**src/rtl/candle_ctrl.sv**
```systemverilog
// Candle LED controller: mode FSM, saturating brightness level and a
// period-latched PWM whose duty is dimmed by an LFSR in flicker mode.
module candle_ctrl #(
    parameter int unsigned LEVEL_BITS      = 3,
    parameter int unsigned INIT_LEVEL      = 3,
    parameter int unsigned PWM_BITS        = 8,
    parameter int unsigned PRESCALE        = 4,
    parameter int unsigned FLICKER_PERIODS = 4,
    parameter int unsigned FLICKER_SHIFT   = 2
) (
    input  logic                  clk_50MHz,
    input  logic                  rst,
    input  logic                  up,
    input  logic                  down,
    input  logic                  mode,
    output logic [1:0]            state,
    output logic [LEVEL_BITS-1:0] level,
    output logic                  led_pwm
);

    localparam int unsigned PS_W     = (PRESCALE > 1) ? $clog2(PRESCALE) : 1;
    localparam int unsigned FC_W     = (FLICKER_PERIODS > 1) ? $clog2(FLICKER_PERIODS) : 1;
    localparam int unsigned LOW_BITS = PWM_BITS - LEVEL_BITS;
    localparam int unsigned DW       = (PWM_BITS > 8) ? PWM_BITS : 8;

    typedef enum logic [1:0] {
        StOff     = 2'b00,
        StSteady  = 2'b01,
        StFlicker = 2'b10
    } state_e;

    state_e                state_q, state_d;
    logic [LEVEL_BITS-1:0] level_q, level_d;
    logic [PS_W-1:0]       presc_q;
    logic [PWM_BITS-1:0]   pwm_cnt_q;
    logic [PWM_BITS-1:0]   duty_latched_q;
    logic [FC_W-1:0]       flicker_cnt_q;
    logic [15:0]           lfsr_q;
    logic                  led_q;

    logic                  presc_wrap;
    logic                  period_start;
    logic [15:0]           lfsr_step;
    logic [PWM_BITS-1:0]   base_duty;
    logic [PWM_BITS-1:0]   flicker_duty;
    logic [PWM_BITS-1:0]   duty;
    logic [7:0]            dim8;
    logic [DW-1:0]         base_w;
    logic [DW-1:0]         dim_w;

    always_comb begin
        state_d = state_q;
        case (state_q)
            StOff:     state_d = mode ? StSteady : StOff;
            StSteady:  state_d = mode ? StFlicker : StSteady;
            StFlicker: state_d = mode ? StOff : StFlicker;
            default:   state_d = StOff;
        endcase
    end

    // Gating uses the pre-edge state, so mode+up from OFF leaves level alone.
    always_comb begin
        level_d = level_q;
        if (state_q != StOff && (up ^ down)) begin
            if (up && level_q != '1) begin
                level_d = level_q + 1'b1;
            end else if (down && level_q != '0) begin
                level_d = level_q - 1'b1;
            end
        end
    end

    always_comb begin
        base_duty    = {level_q, {LOW_BITS{1'b1}}};
        dim8         = lfsr_q[7:0] >> FLICKER_SHIFT;
        base_w       = DW'(base_duty);
        dim_w        = DW'(dim8);
        flicker_duty = (dim_w > base_w) ? '0 : PWM_BITS'(base_w - dim_w);
        case (state_q)
            StSteady:  duty = base_duty;
            StFlicker: duty = flicker_duty;
            default:   duty = '0;
        endcase
    end

    assign presc_wrap   = (presc_q == PS_W'(PRESCALE - 1));
    assign period_start = presc_wrap && (pwm_cnt_q == '1);
    assign lfsr_step    = (lfsr_q >> 1) ^ (lfsr_q[0] ? 16'hB400 : 16'h0000);

    always_ff @(posedge clk_50MHz) begin
        if (rst) begin
            state_q        <= StOff;
            level_q        <= LEVEL_BITS'(INIT_LEVEL);
            presc_q        <= '0;
            pwm_cnt_q      <= '0;
            duty_latched_q <= '0;
            flicker_cnt_q  <= '0;
            lfsr_q         <= 16'hACE1;
            led_q          <= 1'b0;
        end else begin
            state_q <= state_d;
            level_q <= level_d;
            presc_q <= presc_wrap ? '0 : presc_q + 1'b1;
            if (presc_wrap) begin
                pwm_cnt_q <= pwm_cnt_q + 1'b1;
            end
            if (period_start) begin
                duty_latched_q <= duty;
                if (flicker_cnt_q == FC_W'(FLICKER_PERIODS - 1)) begin
                    flicker_cnt_q <= '0;
                    lfsr_q        <= lfsr_step;
                end else begin
                    flicker_cnt_q <= flicker_cnt_q + 1'b1;
                end
            end
            led_q <= (state_q != StOff) && (pwm_cnt_q < duty_latched_q);
        end
    end

    assign state   = state_q;
    assign level   = level_q;
    assign led_pwm = led_q;

endmodule

```
**config.mk**
```make
export PLATFORM = sky130hd
export DESIGN_NAME = candle_ctrl
export DESIGN_NICKNAME = d
export VERILOG_FILES = /design/src/rtl/candle_ctrl.sv
export SDC_FILE = /design/constraint.sdc
export NUM_CORES = 1
export LEC_CHECK = 0
export ABC_CLOCK_PERIOD_IN_PS = 1510
export CORE_ASPECT_RATIO = 1.2
export CORE_UTILIZATION = 53
export CTS_CLUSTER_DIAMETER = 60
export CTS_CLUSTER_SIZE = 24
export DETAILED_ROUTE_END_ITERATION = 8
export PLACE_DENSITY_LB_ADDON = 0.12
export REMOVE_ABC_BUFFERS = 1
export SYNTH_ARGS = -nofsm -noshare
export SYNTH_HDL_FRONTEND = slang
export SYNTH_SLANG_ARGS = --single-unit
export TNS_END_PERCENT = 10
```
**constraint.sdc**
```tcl
create_clock -name clk_50MHz -period 1.51 [get_ports clk_50MHz]
set_input_delay 0.302 -clock clk_50MHz [delete_from_list [all_inputs] [get_ports clk_50MHz]]
set_output_delay 0.302 -clock clk_50MHz [all_outputs]
set_load 0.05 [all_outputs]
```
Word-level counts from Yosys, hierarchy flattened
Index checks and enable logic that the tools add are counted.
- bits in registers: 42
- input port bits: 5
- output and inout bits: 6
- logic and storage cells: 46
- add/subtract/negate cells: 6
- magnitude comparators: 2
- eq/ne operators: 6
- muxes and demuxes: 10
- bitwise logic cells: 2
- reductions and logical operators: 12
- operator list (kind ; count):
    16-bit 2-to-1 mux ; 1
    8-bit one-hot mux with 2 select lines ; 1
    15-bit by 16-bit XOR with 16-bit output ; 1
    8-bit by 1-bit adder with 8-bit output (second input constant) ; 1
    8-bit == test (second input constant) ; 1
    6-bit by 8-bit greater-than comparator with 1-bit output ; 1
    8-bit less-than comparator ; 1
    8-bit 2-to-1 mux ; 1
    8-bit by 6-bit subtractor with 8-bit output ; 1
    2-bit == test (second input constant) ; 3
    2-bit 2-to-1 mux ; 3
    3-bit 2-to-1 mux ; 2
    2-bit one-hot mux with 3 select lines ; 1
    1-bit logical AND ; 5
    2-bit by 1-bit adder with 2-bit output (second input constant) ; 2
    2-bit AND reduction ; 2
    2-bit nonzero test ; 2
    3-bit by 1-bit adder with 3-bit output (second input constant) ; 1
    3-bit inequality test (second input constant) ; 1
    3-bit nonzero test ; 1
    3-bit by 1-bit subtractor with 3-bit output (second input constant) ; 1
    2-bit by 1-bit == test with 1-bit output (second input constant) ; 1
    2-bit logical NOT ; 1
    2-bit OR reduction ; 1
    2 further kinds ; 2

Depth between registers and ports, before layout
Gate-level depths: netlist of the first run.
- depth in word-level cells: 4
- mapped depth: 8
- mapped depth without buffers: 7

Worst setup path before layout of the first run
OpenSTA, ideal clock, no wires.
- path type: register -> register
- start: reg level_q[1], in the netlist level[1]
- end: reg level_q[2], in the netlist level[2]
- setup time: 128 ps
- data arrival time: 1808 ps
- data required time: 1382 ps
- setup slack: -425 ps
- cell stages (with the launch flop): 8
- path buffers: 0
- clock period less this slack: 1935 ps
- cell sequence: dfxtp_1 > nand3_1 > nand2_1 > fa_1 > nor4bb_1 > a22oi_1 > xor2_1 > nor2_1
- longest elaborated chain between the ends: 4
- elaborated cells between the ends (all ways): 10
- classes of those cells: add/sub: 2; eq/ne: 1; mux: 2; reduce/logical: 5
- RTL lines (element ; RTL line ; source):
    start: declaration ; 33 ; logic [LEVEL_BITS-1:0] level_q, level_d;
    start signal: assignment ; 93 ; level_q <= LEVEL_BITS'(INIT_LEVEL);
    start signal: assignment ; 102 ; level_q <= level_d;
    parallel branches: the longest is 4 deep, another holds 3-bit by 1-bit subtractor with 3-bit output ; -- ;
Several ways; the timed one is not identified. The select of a mux whose other input is x is not followed.
A chain may end at the register's enable or synchronous reset.

Final worst setup path of the first run
- start: reg level_q[0], in the netlist level[0]
- end: reg level_q[2], in the netlist level[2]
The elaborated chain is that of the path after synthesis.

==> impl_metrics.tcl, run 1 <==
set metrics [dict create \
    cts_made_buffers 5 \
    path_cells "buf_6 -> fa_2 -> nor4b_4 -> a22oi_2 -> xor2_1 -> nor2_1" \
    ys_seq_area_frac 0.407 \
    hold_depth 1 \
    h-tree-depth 2 \
    final_core_util 0.700 \
    rrSetupSlack_ns -0.11 \
    slew_headroom 0.719 \
    vias 1639 \
    hold_path.class "reg -> reg" \
    final_cell_mix "dfxtp_1, nor2_1, buf_4" \
    dp_hpwl_um 3110 \
    start_util 0.560 \
    r2r_end "level[2]" \
    drc 0 \
    timing.final.max_slew_violations 0 \
    status "finished with violations" \
    fill_cells 299 \
    crit_type "reg -> reg" \
    vdd_drop_max_mv 0.816 \
    worstSkewPairLatency_ns 0.29 \
    path_max_fanout 4 \
    max_stage_delay_ns 0.41 \
    fin_hold_ws_ns 0.416 \
    fin_nets 281 \
    setup_viol 3 \
    postRouteWirelength_um 4210 \
    setup_tns_ns -0.289 \
    vias_per_cell 5.27 \
    cp.required_ns 1.70 \
    critical_path_buf_inv_count 1 \
    finalCriticalPeriod_ns 1.62 \
    ys_seq_elements 42 \
    maxCapViolCount 0 \
    synth-edff-count 0 \
    fin_ws_ns -0.112 \
    cts_max_path_buffers 2 \
    initialDrtViolationCount 102 \
    p_per_area_nw_per_um2 846 \
    syn_avg_cell_area_um2 9.07 \
    place_area_um2 2370 \
    leakage_nw 1.03 \
    drt-pass1-iter-count 4 \
    async_flop_share 0 \
    numPortBuffers 10 \
    final_hold_viol_count 0 \
    antenna_found_initial 0 \
    die_y_um 70.4 \
    antenna_cells 0 \
    clkTransAtPathRegs_ns 0.07 \
    yosysWarnings 0 \
    chipWidth_um 59.0 \
    area_growth_pct 25.0 \
    crit_family "adder cells" \
    die-area_um2 4150 \
    grt_max_degree 29 \
    final_layout_size_suffix_gt1_frac 0.259 \
    rr_worst_depth 6 \
    rsz0062_at_grt "yes" \
    overflow 0 \
    worstMarginPinSlew_ns 0.420 \
    critPathCaptureType "flip-flop" \
    holdPathEnd "presc_q[0]" \
    ys_types 41 \
    timing.fmax_ghz 0.617 \
    wl_per_cell_um 13.5 \
    coreArea_um2 3690 \
    grt_pass1_vias 1606 \
    netlist_area_um2 2070 \
    place.gp.congestion 0.778 \
    cts_tree "built" \
    final_area_um2 2580 \
    violations "setup timing" \
    hold_buffers 0 \
    crit_path_start_kind "flip-flop" \
    cts_root_buffer "clkbuf_8" \
    ant_nets 0 \
    post-route-period-util 1.07 \
    finClkSkew_ns 0.00340 \
    power_w 0.00219 \
    timing.rr.start "level[0]" \
    layout_commonest_cell "dfxtp_1" \
    cts.sinks 42 \
    io-pin-count 11 \
    critPathSlowestCell "fa_2" \
    hold_start "presc_q[0]" \
    synthCells 228 \
    rows 24 \
    grt_pass1_wl_um 7000 \
    yosys_most_used_dff "dfxtp_1" \
    grt_usage 0.224 \
    cp.arrival_ns 1.81 \
]
-- synthesized netlist by cell type (3+ instances only) --
cell | n | area (µm²)
xor2_1 | 7 | 61.3
nor3b_1 | 3 | 22.5
o21ai_0 | 10 | 50.1
inv_1 | 19 | 71.3
a21oi_1 | 17 | 85.1
nor3_1 | 12 | 60.1
ha_1 | 16 | 200
xnor2_1 | 4 | 35.0
nor2_1 | 29 | 109
nand2_1 | 13 | 48.8
clkbuf_1 | 6 | 22.5
mux2i_1 | 12 | 120
o21a_1 | 3 | 22.5
dfxtp_1 | 42 | 841
-- per-layer routing --
metal / up-vias / global-route usage / wire (µm) / part of all wire
li1: 840 / - / - / -
met1: 771 / 0.250 / 1780 / 0.42
met2: 20 / 0.383 / 2220 / 0.53
met3: 8 / 0.0556 / 129 / 0.031
met4: 0 / 0.116 / 79 / 0.019
met5: - / 0 / 0 / 0
-- registers in the layout, indices dropped and copies added (netlist names) --
| signal | flops |
|---|---|
| duty_latched_q | 8 |
| pwm_cnt_q | 8 |
| led_pwm | 1 |
| flicker_cnt_q | 2 |
| lfsr_q | 16 |
| presc_q | 2 |
| level | 3 |
| state | 2 |
-- final cells by class --
cell class	instances	area [µm²]	share of cell area
inverters	19	71.3	0.0276
clock buffers	7	76.3	0.0295
flip-flops and latches	42	850	0.329
well taps	52	65.1	0.0252
repair buffers	35	349	0.135
multi-input cells	156	1170	0.454
-- report_power, final --
part	internal, W	switching [W]	leakage (nW)
clock	0.000318	0.000346	0.0383
combinational	0.000178	0.000198	0.647
sequential	0.00113	0.0000158	0.341
-- worst max-delay path by stage --
| stage | slack, ns | startpoint | to | cells after the start |
|---|---|---|---|---|
| floorplan | -0.42 | level[1] | level[2] | 7 |
| global placement | -0.44 | up | level[2] | 7 |
| detailed placement | -0.58 | up | level[2] | 7 |
| CTS | -0.15 | level[0] | level[2] | 6 |
| global route | -0.16 | level[1] | level[0] | 6 |
| finish | -0.11 | level[0] | level[2] | 6 |
-- stage by stage --
stage	instances	setup WS, ns
floorplan	217	-0.422
global placement	303	-0.440
CTS	311	-0.147
finish	311	-0.112
detailed placement	303	-0.584
global route	311	-0.160
-- timing repair --
item,CTS,global route
gates resized for setup,15,23
setup endpoints to repair,23,28
setup buffers,1,0
gates cloned,0,0
pin swaps,9,11
-- kinds of logic after synthesis --
kind of cell    Yosys count  share of synthesized area
simple gates             74                      0.178
compound gates           42                      0.128
flops                    42                      0.407
buf+inv                  30                     0.0763
fa+ha+maj                17                      0.107
mux                      12                     0.0581
xor+xnor                 11                     0.0466
No activity file was read; power rests on OpenSTA's default activity.
==> inputs of run 2 (changes only) <==
--- a/config.mk
+++ b/config.mk
@@ -9,8 +9,8 @@
 export CORE_ASPECT_RATIO = 1.2
 export CORE_UTILIZATION = 53
 export CTS_CLUSTER_DIAMETER = 60
-export CTS_CLUSTER_SIZE = 24
 export DETAILED_ROUTE_END_ITERATION = 8
+export HOLD_SLACK_MARGIN = 0.15
 export PLACE_DENSITY_LB_ADDON = 0.12
 export REMOVE_ABC_BUFFERS = 1
 export SYNTH_ARGS = -nofsm -noshare
==> results of run 2 <==
The final DEF is identical to that of run 1; final timing and power are the same.
==> inputs of run 3 (changes only) <==
--- a/config.mk
+++ b/config.mk
@@ -16,4 +16,3 @@
 export SYNTH_ARGS = -nofsm -noshare
 export SYNTH_HDL_FRONTEND = slang
 export SYNTH_SLANG_ARGS = --single-unit
-export TNS_END_PERCENT = 10
==> run 3 against run 2 <==
Compared with the run above:
- the run still ends with setup timing left
- sequential share of layout area fell by 0.88 points
- highest routed layer unchanged
- critical path depth stayed put
- critical endpoint unchanged
- largest cell class unchanged
- cell count rose by 1.6%
==> impl_metrics.tcl, run 3 (same netlist as run 1, synthesis figures left out) <==
set metrics [dict create \
    start_util 0.560 \
    cts_made_buffers 5 \
    critPathSlowestCell "fa_2" \
    grt_usage 0.229 \
    die-area_um2 4150 \
    critical_path_buf_inv_count 1 \
    grt_max_degree 29 \
    grt_pass1_vias 1629 \
    p_per_area_nw_per_um2 837 \
    area_growth_pct 28.6 \
    vdd_drop_max_mv 0.813 \
    dp.cells 303 \
    hold_path.class "reg -> reg" \
    postRouteWirelength_um 4520 \
    power_w 0.00223 \
    io-pin-count 11 \
    timing.fmax_ghz 0.617 \
    numPortBuffers 10 \
    violations "setup timing" \
    layout_commonest_cell "dfxtp_1" \
    place.gp.congestion 0.778 \
    fin_nets 286 \
    drc 0 \
    crit_path_start_kind "flip-flop" \
    critPathCaptureType "flip-flop" \
    clkTransAtPathRegs_ns 0.07 \
    cts_root_buffer "clkbuf_8" \
    final_core_util 0.720 \
    path_cells "buf_6 -> fa_2 -> nor4b_4 -> a22oi_2 -> xor2_1 -> nor2_1" \
    final_cell_mix "dfxtp_1, nor2_1, buf_4" \
    finClkSkew_ns 0.00371 \
    coreArea_um2 3690 \
    max_stage_delay_ns 0.40 \
    status "finished with violations" \
    crit_family "simple AND/OR/NAND/NOR gates" \
    antenna_cells 0 \
    rows 24 \
    wl_per_cell_um 14.3 \
    hold_depth 1 \
    fin_cells 316 \
    rsz0062_at_grt "yes" \
    rr_worst_depth 6 \
    fin_ws_ns -0.112 \
    top_register "lfsr_q" \
    crit_type "reg -> reg" \
    vias_per_cell 5.33 \
    worstSkewPairLatency_ns 0.29 \
    path_depth 6 \
    ant_nets 0 \
    drt-pass1-iter-count 4 \
    grt_pass1_wl_um 7140 \
    place_ws_ns -0.584 \
    h-tree-depth 2 \
    largest_reg_flops 16 \
    chipWidth_um 59.0 \
    reg_top3 "lfsr_q x16, duty_latched_q x8, pwm_cnt_q x8" \
    die_y_um 70.4 \
    overflow 0 \
    dp_hpwl_um 3110 \
    timing.final.max_slew_violations 0 \
    final_hold_viol_count 0 \
    leakage_nw 1.06 \
    vias 1684 \
    antenna_found_initial 0 \
    finalCriticalPeriod_ns 1.62 \
    setup_viol 8 \
    cts.sinks 42 \
    fill_cells 291 \
    maxCapViolCount 0 \
    hold_buffers 0 \
    path_max_fanout 3 \
    cts_max_path_buffers 2 \
    slew_headroom 0.731 \
    cp.required_ns 1.74 \
    initialDrtViolationCount 121 \
    worstMarginPinSlew_ns 0.402 \
    cp.arrival_ns 1.85 \
    final_layout_size_suffix_gt1_frac 0.295 \
    post-route-period-util 1.07 \
    cts_tree "built" \
]
[run 3: changes by cell type in the layout (fill, tap and decap cells not counted), moves of 2 or more]
cell / previous run / this run
a21oi_1: 16 / 14
buf_4: 22 / 24
buf_6: 4 / 6
o21ai_0: 8 / 2
o21ai_1: 2 / 8
a21oi_2: 1 / 3
[run 3: layer usage]
layer  track usage  share of wire  up-vias
li1              -              -      850
met1         0.258           0.42      802
met2         0.393           0.54       22
met3        0.0537          0.022       10
met4         0.114          0.023        0
met5             0              0        -
[run 3: repair_timing]
item / CTS / global route
endpoints found under the setup margin: 23 / 31
cloned: 1 / 0
resized for setup: 17 / 39
pin swaps: 13 / 14
setup buffers: 2 / 3
[run 3: power by group]
part / switching, W / internal [W] / leakage, nW
Sequential: 0.0000152 / 0.00113 / 0.341
Clock: 0.000347 / 0.000318 / 0.0383
Combinational: 0.000214 / 0.000201 / 0.676
Total: 0.000576 / 0.00165 / 1.06
[run 3: path summary, 6_finish.rpt]
| kind | startpoint | end | slack, ns |
|---|---|---|---|
| max | level[0] | level[2] | -0.11 |
| min | presc_q[0] | presc_q[0] | 0.42 |
| max reg2reg | level[0] | level[2] | -0.11 |
| min reg2reg | presc_q[0] | presc_q[0] | 0.42 |
[run 3: area by class of cell]
type                    count  area [µm²]  area share
multi-input cells         157        1210       0.454
flip-flops and latches     42         851       0.320
repair buffers             39         387       0.145
clock buffers               7        76.3      0.0287
inverters                  19        73.8      0.0278
well taps                  52        65.1      0.0245
[run 3: metrics by stage]
step | setup TNS (ns) | cell area, µm² | hold WS [ns]
finish | -0.328 | 2660 | 0.418
global route | -0.812 | 2660 | 0.434
CTS | -0.276 | 2530 | 0.445
detailed placement | -3.91 | 2370 | 0.434
global placement | -2.17 | 2370 | 0.415
floorplan | -2.46 | 1980 | 0.367
[run 3: worst register-to-register path: stages (launching register included)]
cell,delay [ns]
dfxtp_4,0.36
buf_6,0.11
fa_2,0.40
nor4b_4,0.31
a22oi_2,0.12
xor2_1,0.16
nor2_1,0.10
